**config.mk**
```make
export PLATFORM = sky130hd
export DESIGN_NAME = stall_ctrl
export DESIGN_NICKNAME = d
export VERILOG_FILES = /design/src/rtl/stall_ctrl.sv
export SDC_FILE = /design/constraint.sdc
export NUM_CORES = 1
export LEC_CHECK = 0
export ABC_AREA = 1
export CAP_MARGIN = 15
export CORE_MARGIN = 2
export CORE_UTILIZATION = 52
export CTS_CLUSTER_SIZE = 30
export DETAILED_ROUTE_END_ITERATION = 10
export PLACE_DENSITY_LB_ADDON = 0.08
export SLEW_MARGIN = 30
export SYNTH_ARGS = -nofsm -noshare
export SYNTH_HDL_FRONTEND = slang
export SYNTH_SLANG_ARGS = --single-unit
```
**constraint.sdc**
```tcl
create_clock -name clk_i -period 2.2 [get_ports clk_i]
set_input_delay 0.44 -clock clk_i [delete_from_list [all_inputs] [get_ports clk_i]]
set_output_delay 0.44 -clock clk_i [all_outputs]
set_load 0.01 [all_outputs]
```
**src/rtl/stall_ctrl.sv**
```systemverilog
// -----------------------------------------------------------------------------
// stall_ctrl -- pipeline stall / flush controller for a 5-stage in-order core.
//
// Sequences the pipeline through IDLE -> RUN, stalls the whole pipe while a
// multi-cycle data access is outstanding (MEM_WAIT), and parks in HALT with a
// sticky error if memory fails to acknowledge within MEM_TIMEOUT cycles.
// In RUN the priority is mem_req_i > hazard_i > flush_i.
//
// Optional feature: define STALL_CTRL_STALL_CNT_EN to add the saturating
// stall-cycle counter and its stall_cnt_o port.
//
// Parameters
//   MEM_TIMEOUT  max cycles spent in MEM_WAIT before HALT (1..1023)
//   CNT_W        stall-cycle counter width
//
// Ports
//   clk_i          clock, rising edge
//   rst_i          asynchronous active-low reset
//   start_i        leave IDLE and start executing
//   hazard_i       load-use hazard: hold PC and IF/ID, bubble ID/EX
//   flush_i        taken branch/jump: clear IF/ID
//   mem_req_i      MEM stage needs a multi-cycle access
//   mem_ack_i      memory has completed the outstanding access
//   pc_write_o     PC advance enable
//   ifid_write_o   IF/ID write enable
//   ifid_flush_o   clear IF/ID to NOP
//   idex_bubble_o  load NOP control into ID/EX
//   exmem_write_o  EX/MEM write enable
//   memwb_write_o  MEM/WB write enable
//   error_o        sticky memory-timeout flag
//   stall_cnt_o    stall-cycle count (STALL_CTRL_STALL_CNT_EN only)
// -----------------------------------------------------------------------------
module stall_ctrl #(
    parameter int unsigned MEM_TIMEOUT = 255,
    parameter int unsigned CNT_W       = 16
) (
    input  logic             clk_i,
    input  logic             rst_i,
    input  logic             start_i,
    input  logic             hazard_i,
    input  logic             flush_i,
    input  logic             mem_req_i,
    input  logic             mem_ack_i,
    output logic             pc_write_o,
    output logic             ifid_write_o,
    output logic             ifid_flush_o,
    output logic             idex_bubble_o,
    output logic             exmem_write_o,
    output logic             memwb_write_o,
    output logic             error_o
`ifdef STALL_CTRL_STALL_CNT_EN
    ,
    output logic [CNT_W-1:0] stall_cnt_o
`endif
);

    typedef enum logic [1:0] {StIdle, StRun, StMemWait, StHalt} state_e;

    // Wait counter holds the number of completed MEM_WAIT cycles; 10 bits
    // covers the full MEM_TIMEOUT range.
    localparam logic [9:0] WaitLast = 10'(MEM_TIMEOUT - 1);

    state_e     state_q, state_d;
    logic [9:0] wait_cnt_q, wait_cnt_d;
    logic       error_q, error_d;
    logic       timeout;

    // Last permitted MEM_WAIT cycle passes without an ack.
    assign timeout = (state_q == StMemWait) && !mem_ack_i && (wait_cnt_q == WaitLast);

    // State register.
    always_ff @(posedge clk_i or negedge rst_i) begin
        if (!rst_i) begin
            state_q <= StIdle;
        end else begin
            state_q <= state_d;
        end
    end

    // Next-state logic.
    always_comb begin
        state_d = state_q;
        unique case (state_q)
            StIdle: begin
                if (start_i) state_d = StRun;
            end
            StRun: begin
                // A same-cycle ack makes the access single-cycle.
                if (mem_req_i && !mem_ack_i) state_d = StMemWait;
            end
            StMemWait: begin
                if (mem_ack_i) begin
                    state_d = StRun;
                end else if (timeout) begin
                    state_d = StHalt;
                end
            end
            StHalt: begin
                state_d = StHalt;
            end
            default: state_d = StIdle;
        endcase
    end

    // Output logic.
    always_comb begin
        pc_write_o    = 1'b0;
        ifid_write_o  = 1'b0;
        ifid_flush_o  = 1'b0;
        idex_bubble_o = 1'b0;
        exmem_write_o = 1'b0;
        memwb_write_o = 1'b0;
        unique case (state_q)
            StRun: begin
                if (mem_req_i && !mem_ack_i) begin
                    // Whole pipe frozen while the access starts.
                    pc_write_o    = 1'b0;
                end else if (mem_req_i) begin
                    pc_write_o    = 1'b1;
                    ifid_write_o  = 1'b1;
                    exmem_write_o = 1'b1;
                    memwb_write_o = 1'b1;
                end else if (hazard_i) begin
                    // Hold PC and IF/ID so the consumer re-decodes; one bubble.
                    idex_bubble_o = 1'b1;
                    exmem_write_o = 1'b1;
                    memwb_write_o = 1'b1;
                end else begin
                    pc_write_o    = 1'b1;
                    ifid_write_o  = 1'b1;
                    ifid_flush_o  = flush_i;
                    exmem_write_o = 1'b1;
                    memwb_write_o = 1'b1;
                end
            end
            StIdle, StMemWait, StHalt: begin
                pc_write_o = 1'b0;
            end
            default: pc_write_o = 1'b0;
        endcase
    end

    // Wait counter and sticky error.
    always_comb begin
        wait_cnt_d = (state_q == StMemWait) ? wait_cnt_q + 10'd1 : 10'd0;
        error_d    = error_q | timeout;
    end

    always_ff @(posedge clk_i or negedge rst_i) begin
        if (!rst_i) begin
            wait_cnt_q <= 10'd0;
            error_q    <= 1'b0;
        end else begin
            wait_cnt_q <= wait_cnt_d;
            error_q    <= error_d;
        end
    end

    assign error_o = error_q;

`ifdef STALL_CTRL_STALL_CNT_EN
    logic [CNT_W-1:0] stall_cnt_q;
    logic             stall_cycle;

    assign stall_cycle = ((state_q == StRun) || (state_q == StMemWait)) && !pc_write_o;

    always_ff @(posedge clk_i or negedge rst_i) begin
        if (!rst_i) begin
            stall_cnt_q <= '0;
        end else if (stall_cycle && (stall_cnt_q != '1)) begin
            stall_cnt_q <= stall_cnt_q + CNT_W'(1);
        end
    end

    assign stall_cnt_o = stall_cnt_q;
`else
    // Counter absent; CNT_W is kept only so both builds share one interface.
    logic [CNT_W-1:0] unused_stall_cnt;
    assign unused_stall_cnt = '0;
`endif

endmodule

```
Word level (Yosys, flattened, before mapping)

Index checks and enable logic that the tools add are counted.

Flip-flop bits (word level): 13
Bits in latches: 0
RAM bits: 0
Memory bits (read-only): 0
Bits of input ports: 7
Memories: 0

Add/sub/neg operators: 1
Multipliers: 0
Divide/modulo/power cells: 0
Magnitude comparators: 0
Equality and inequality tests: 7
Shift operators: 0
Muxes and demuxes: 21
Bitwise operators: 1
Reduce and logical (&&, ||, !) cells: 7

Operators with widths:

| operator                | count |
|---|---|
| $mux W1                 | 14 |
| $add A10 B1 Y10 const B | 1 |
| $eq A10 B8 Y1 const B   | 1 |
| $mux W10                | 1 |
| $mux W2                 | 4 |
| $pmux W2 S4             | 1 |
| $eq A2 B2 Y1 const B    | 2 |
| $ne A2 B2 Y1 const B    | 2 |
| $logic_and A1 B1 Y1     | 3 |
| $ne A3 B3 Y1 const B    | 1 |
| $reduce_and A3 Y1       | 1 |
| $reduce_or A3 Y1        | 1 |
| $eq A2 B1 Y1 const B    | 1 |
| $logic_not A2 Y1        | 1 |
| $pmux W1 S2             | 1 |
| $logic_not A1 Y1        | 1 |
| $or A1 B1 Y1            | 1 |

Logic depth before layout (Yosys ltp)

Gate-level depths: netlist of the first run.

Depth in word-level cells: 6
Mapped depth: 8

Worst setup path after synthesis of the first run

OpenSTA, ideal clock, no wires.

Kind: register to output
Start: register state_q[1]
End: output port ifid_write_o
Arrival: 1.030 ns
Data required time: 1.760 ns
Slack: 0.730 ns
Stages on the path, launching flop included: 6
Path buffers: 0
Cells stage by stage: dfrtp_1 -> inv_2 -> nand2_1 -> a21oi_2 -> inv_2 -> a21oi_1

Cells in the longest elaborated chain, start to end: 2

Ends and longest elaborated chain:

| element                | RTL line | text |
|---|---|---|
| from (decl)            | 63       | `state_e state_q, state_d;` |
| from (signal assigned) | 74       | `state_q <= StIdle;` |
| from (signal assigned) | 76       | `state_q <= state_d;` |
| $eq A2 B1 Y1           | 113      | `unique case (state_q)` |
| $mux W1                | 113      |  |
| to (decl)              | 45       | `output logic ifid_write_o,` |

Every way passes these cells.

Worst setup path after layout of the first run

Start: input port mem_req_i
End: output port idex_bubble_o

Cells in the longest elaborated chain, start to end: 3
Elaborated cells on any way between the ends: 4
Classes of those cells: mux (3); reduce/logical (1)

Ends and longest elaborated chain:

| element                                               | RTL line | text |
|---|---|---|
| from (decl)                                           | 42       | `input logic mem_req_i,` |
| $mux W1 / $logic_and A1 B1 Y1 (equally long branches) | 118, 115 |  |
| $mux W1 *                                             | 115      | `if (mem_req_i && !mem_ack_i) begin` |
| $mux W1 *                                             | 113      |  |
| to (decl)                                             | 47       | `output logic idex_bubble_o,` |

Every way passes the cells marked *; elsewhere a longest branch is shown, timed or not.

==> metrics.yaml, run 1 <==
drive_gt1_share_pct: 15.7
maxSlewHeadroom_pct: 62.5
slowest_delay_ns: 0.54
cts_sinks: 13
grt_usage_pct: 20.4
grt_max_degree: 14
slew_violations: 0
switching_power_w: 0.000257
startpoint_type: "input port"
postCtsSetupRepairBufs: 0
cpLargestDelayFamily: "buffers and inverters"
status: "finished, final reports clean"
met1_usage_pct: 25.8
syn2layout_area_growth_pct: 26.4
rsz0062_at_grt: "false"
cap_violations: 0
syn_inst: 89
intPower_w: 0.000460
htree_levels: 1
finalCritPeriodShare_pct: 97.4
io_pins: 14
start_util_pct: 54.9
tightest_slew_ns: 0.561
crit_top_cell: "clkdlybuf4s50_1"
cts_tree: "done"
core.rowCount: 13
worstHoldPathType: "register to register"
drt-wirelength-per-cell_um: 11.3
dp_cells: 119
cp_cell_sequence: "clkdlybuf4s50_1 -> inv_1 -> nand2_1 -> nor2_1 -> clkdlybuf4s50_1"
cts_inserted_buffers: 3
grt_use_met3_pct: 6.52
drc: 0
hold_viol: 0
drt_iter0_drc: 11
die_area_um2: 1650
comb_power_share_pct: 38.3
num_vias: 612
grtUsageMet2_pct: 33.7
pwr-share-clk_pct: 19.4
p_seq_share_pct: 42.4
ff2ff_setup_slack_ns: 0.97
ant_nets: 0
yosys_warnings: 0
clk_path_buf_depth: 2
swShare_pct: 35.8
dieWidth_um: 40.6
critPathBufInv: 3
path_max_fanout: 3
synth_area_per_cell_um2: 7.83
clkLatencyLatePin_ns: 0.27
synthesis.nets: 98
n_fill_cell: 117
worstSetupPathType: "input port to output pin"
core_area_um2: 1270
wl_um: 1380
syn-cell-area_um2: 697
ys_seq_area_share_pct: 46.7
arrival_ns: 1.70
ys_types: 21
ir_worst_vdd_mv: 0.622
cts_root_buffer: "clkbuf_4"
power_density_nw_per_um2: 814
ys_seq_elements: 13
endpoint_kind: "output pin"
grt_pass1_vias: 547
dr.pass1.iters: 6
final_cells: 123
drt-vias-per-instance: 4.98
fmax_ghz: 0.467
finalClockSkew_ns: 0.00650
setup_violations: 0
fin_crit_ns: 2.14
dp.final_hpwl_um: 1120
clkTransAtPathRegs_ns: 0.07
utilization_pct: 69.4
dieHeight_um: 40.6
leakagePower_nw: 0.420
critical_path_required_ns: 1.76
grt-ovfl-total: 0
antenna_found_initial: 0
io_buffers: 13
grt_busiest_layer: "met2"
grt_pass1_wl_um: 2220
antenna_cells: 0
layout.nets: 118
globalplace.congestion: 0.734
crit_path_top_delay_cell: "clkdlybuf4s50_1"
final.setup.tns_ns: 0
layout by cell type (no fill, tap or decap):
cell type / count
inv_2: 4
clkdlybuf4s50_1: 8
clkbuf_1: 1
dfrtp_1: 13
dlygate4sd2_1: 5
a21oi_1: 7
buf_4: 3
o21bai_2: 1
nand2_1: 18
nor2_4: 1
inv_1: 10
a31oi_1: 1
o21ai_0: 3
nor2_1: 13
nor2_2: 2
o21ai_1: 3
o21bai_1: 1
nand2_2: 2
nor4_1: 1
ha_1: 2
nor3_1: 2
xor2_1: 1
a21oi_2: 1
clkbuf_4: 3
nand3_1: 2
per-layer routing:
| metal | part of all wire, % | vias to the layer above |
|---|---|---|
| met1 | 46 | 273 |
| met2 | 48 | 15 |
| li1 | - | 322 |
| met5 | 0 | - |
| met3 | 5.1 | 2 |
| met4 | 0.94 | 0 |
synth_stat cells:
| master | n | area [um2] |
|---|---|---|
| buf_4 | 1 | 7.51 |
| nand2_1 | 18 | 67.6 |
| nor3_1 | 2 | 10.0 |
| o21bai_2 | 1 | 11.3 |
| xor2_1 | 1 | 8.76 |
| o21bai_1 | 1 | 7.51 |
| a31oi_1 | 1 | 6.26 |
| o21ai_0 | 3 | 15.0 |
| a21oi_2 | 1 | 8.76 |
| nand2_2 | 2 | 12.5 |
| nor2_4 | 1 | 11.3 |
| o21ai_1 | 3 | 15.0 |
| ha_1 | 2 | 25.0 |
| a21oi_1 | 7 | 35.0 |
| nor4_1 | 1 | 6.26 |
| dfrtp_1 | 13 | 325 |
| nor2_2 | 2 | 12.5 |
| inv_1 | 10 | 37.5 |
| inv_2 | 4 | 15.0 |
| nand3_1 | 2 | 10.0 |
| nor2_1 | 13 | 48.8 |
through the flow:
step	worst slack, ns	total power, W	area (um2)	hold slack [ns]
detailed placement	-0.0972	0.000608	861	0.471
global placement	-0.0628	0.000600	861	0.461
finish	0.0566	0.000717	881	0.482
CTS	0.0608	0.000728	881	0.487
floorplan	0.730	0.000479	697	0.144
global route	0.0138	0.000778	881	0.507
worst paths after layout:
path,from,endpoint,cells after the start
worst max-delay path,mem_req_i,idex_bubble_o,5
worst min-delay path,error_o$_DFF_PN0_,error_o$_DFF_PN0_,1
worst max register to register,wait_cnt_q[0]$_DFF_PN0_,wait_cnt_q[8]$_DFF_PN0_,6
worst min register to register,error_o$_DFF_PN0_,error_o$_DFF_PN0_,1
max in group asynchronous,rst_i,wait_cnt_q[1]$_DFF_PN0_,1
min in group asynchronous,rst_i,wait_cnt_q[6]$_DFF_PN0_,1
sequential cells by signal (all words and copies together), names as in the netlist:
signal and cells:
error_o 1, state_q 2, wait_cnt_q 10
layout make-up:
type                       instances  area [um2]  share of cell area [%]
clock buffer                       4        26.3                    2.98
sequential                        13         325                    36.9
tap                               15        18.8                    2.13
timing repair buffer              16         146                    16.6
inverter                          14        52.6                    5.97
multi-input combinational         61         312                    35.4
power by group through the flow:
stage | logic [W] | registers, W | clock network (W)
4_1_cts | 0.000280 | 0.000305 | 0.000144
2_1_floorplan | 0.000176 | 0.000303 | 0
3_5_place_dp | 0.000299 | 0.000310 | 0
5_1_grt | 0.000315 | 0.000312 | 0.000151
3_3_place_gp | 0.000293 | 0.000307 | 0
6_report | 0.000274 | 0.000304 | 0.000139
kinds of logic (layout without fill, tap and decap cells):
group           count (synthesis)  in the layout  synth area share, %
compound gates                 17             17                 14.2
xor+xnor                        1              1                 1.26
fa+ha+maj                       2              2                 3.59
buf+inv                        15             34                 8.62
flops                          13             13                 46.7
simple gates                   41             41                 25.7
repair_timing:
item	4_1_cts	5_1_grt
hold buffers	0	0
gates resized for setup	5	0
endpoints found under the setup margin	5	0
No activity file was read; power rests on OpenSTA's default activity.
==> run 2, diff against run 1 <==
Settings changed: SKIP_LAST_GASP set to 1.
==> results of run 2 <==
No change in the layout: final DEF, timing and power equal those of run 1.
==> run 3, diff against run 2 <==
Settings changed: CORE_AREA set to 2 2 39 41, CORE_MARGIN 2 to not set, CORE_UTILIZATION 52 to not set, CTS_BUF_LIST set to sky130_fd_sc_hd__clkbuf_2, DIE_AREA set to 0 0 41 43.
==> run 3 against run 2 <==
Effect of this change: non-clock buffer count grew 1; register-to-register slack gained 0.03 ns; critical path depth is the same; worst setup slack gained 0.025 ns; maximum frequency grew 1.2%; clock skew grew 0.00097 ns; sequential share of layout area shrank 0.10 points.
==> metrics.yaml, run 3 (synthesized netlist as in run 1, its figures left out) <==
dp.final_hpwl_um: 1040  # -6.5%
wl_met3_um: 49  # -30%
drt_iter0_drc: 13  # +2
dieWidth_um: 41  # +0.96%
globalplace.congestion: 0.728  # -0.80%
leakagePower_nw: 0.426  # +1.3%
io_buffers: 13  # unchanged
power_density_nw_per_um2: 800  # -1.7%
cts_inserted_buffers: 3  # unchanged
crit_path_top_delay_cell: "clkdlybuf4s50_1"
crit_top_cell: "clkdlybuf4s50_1"
hold_ws_ns: 0.494  # +0.0121 ns
htree_levels: 1  # unchanged
grt_pass1_wl_um: 2270  # +2.2%
clk_path_buf_depth: 2  # unchanged
cp_cell_sequence: "clkdlybuf4s50_1 -> inv_2 -> nand2_1 -> nor2_1 -> clkdlybuf4s50_1"
slowest_delay_ns: 0.53  # about the same
r2r_end: "wait_cnt_q[8]$_DFF_PN0_"
hp-start: "wait_cnt_q[0]$_DFF_PN0_"
n_fill_cell: 127  # +8.5%
fin_crit_ns: 2.12  # -0.0247 ns
cap_violations: 0  # unchanged
fmax_ghz: 0.472  # +1.2%
num_vias: 622  # +1.6%
startpoint_type: "input port"
total_power_w: 0.000707  # -1.4%
path_max_fanout: 3  # unchanged
postCtsSetupRepairBufs: 0  # unchanged
comb_power_share_pct: 39.0  # +0.7 points
core_area_um2: 1380  # +9.1%
drive_gt1_share_pct: 18.3  # +2.6 points
clkTransAtPathRegs_ns: 0.12  # +0.05 ns
intPower_w: 0.000439  # -4.6%
grt-ovfl-total: 0  # unchanged
finalCritPeriodShare_pct: 96.3  # -1.1 points
status: "finished, final reports clean"
pwr-share-clk_pct: 18.5  # -0.9 points
met1_length_um: 604  # -5.2%
worstSetupPathType: "input port to output pin"
cts_hold_buf: 0  # unchanged
drt-vias-per-instance: 4.98  # about the same
ff2ff_setup_slack_ns: 1.00  # +0.03 ns
hold_viol: 0  # unchanged
ir_worst_vdd_mv: 0.475  # -24%
clkLatencyLatePin_ns: 0.29  # +0.02 ns
arrival_ns: 1.68  # -0.02 ns
worstRegToRegCells: 6  # unchanged
layout_common_cells: "18 x nand2_1, 13 x nor2_1, 13 x dfrtp_1"
core.rowCount: 14  # +1
swShare_pct: 37.9  # +2.0 points
dr.pass1.iters: 4  # -2
cts_tree: "done"
endpoint_kind: "output pin"
layout_commonest_cell: "nand2_1"
die_area_um2: 1760  # +6.9%
rsz0062_at_grt: "false"
start_util_pct: 50.4  # -4.6 points
critical_path_required_ns: 1.76  # about the same
final.setup.tns_ns: 0  # unchanged
holdPathEnd: "wait_cnt_q[0]$_DFF_PN0_"
ant_nets: 0  # unchanged
r2r_start: "wait_cnt_q[0]$_DFF_PN0_"
cts_sinks: 13  # unchanged
grt_pass1_vias: 570  # +4.2%
wl_met2_um: 632  # -4.7%
antenna_cells: 0  # unchanged
drt-wirelength-per-cell_um: 10.6  # -5.6%
largest_register: "wait_cnt_q"
largest_register_ff_count: 10  # unchanged
worstHoldPathType: "register to register"
slew_violations: 0  # unchanged
setup_violations: 0  # unchanged
wl_um: 1330  # -4.0%
dieHeight_um: 43  # +5.9%
io_pins: 14  # unchanged
routed.top_layer: "met4"
grt_usage_pct: 19.5  # -0.97 points
tightest_slew_ns: 0.568  # +0.00723 ns
p_seq_share_pct: 42.5  # about the same
cts_root_buffer: "clkbuf_2"
syn2layout_area_growth_pct: 26.8
maxSlewHeadroom_pct: 62.0  # -0.48 points
switching_power_w: 0.000268  # +4.1%
antenna_found_initial: 0  # unchanged
grt_max_degree: 14  # unchanged
holdPathStages: 1  # unchanged
layout.nets: 119  # +0.85%
drc: 0  # unchanged
finalClockSkew_ns: 0.00748  # +0.000974 ns
run 3: changes by cell type in the layout (fill, tap and decap cells not counted):
cell and change:
clkbuf_2 +4, clkbuf_1 -1, clkbuf_4 -3, inv_2 +1
inv_1 -1, buf_4 +1
run 3: per-layer routing:
metal	up-vias	global-route usage [%]
met5	-	0
met4	0	12.0
met3	5	6.28
met2	9	28.4
met1	284	23.6
li1	324	-
run 3: timing repair:
| action | CTS | global route |
|---|---|---|
| endpoints found under the hold margin | 0 | 0 |
| setup endpoints to repair | 5 | 1 |
| resized for setup | 5 | 1 |
run 3: cell type report:
cell class | instances | area, um2 | area share (%)
inverter | 14 | 52.6 | 5.95
clock buffer | 4 | 20.0 | 2.27
timing repair buffer | 17 | 154 | 17.4
tap | 16 | 20.0 | 2.27
sequential | 13 | 325 | 36.8
multi-input combinational | 61 | 312 | 35.3
run 3: stage by stage:
stage | cell area, um2 | cells | util [%] | setup slack [ns]
floorplan | 697 | 89 | - | 0.730
global placement | 870 | 121 | 62.8 | -0.0786
detailed placement | 870 | 121 | 62.8 | -0.0983
CTS | 883 | 125 | 63.8 | 0.0766
global route | 883 | 125 | 63.8 | 0.00139
finish | 883 | 125 | 63.8 | 0.0812
run 3: worst max-delay path by stage:
stage,startpoint,end,slack (ns),cells past startpoint
2_1_floorplan,state_q[1]$_DFFE_PN0P_,ifid_write_o,0.73,5
3_3_place_gp,mem_ack_i,ifid_write_o,-0.08,6
3_5_place_dp,mem_ack_i,pc_write_o,-0.1,6
4_1_cts,mem_req_i,idex_bubble_o,0.08,5
5_1_grt,mem_req_i,idex_bubble_o,0.001,5
6_report,mem_req_i,idex_bubble_o,0.08,5
run 3: worst max-delay path, delay by kind of cell:
kind	cells	cell delay, ns
simple gates	2	0.14
buf+inv	3	1.10
run 3: power groups by stage:
stage                     clock (W)  sequential [W]  combinational [W]
after CTS                  0.000135        0.000301           0.000282
final                      0.000131        0.000301           0.000276
after global routing       0.000145        0.000308           0.000313
after global placement            0        0.000306           0.000300
after detailed placement          0        0.000306           0.000302
after floorplan                   0        0.000303           0.000176
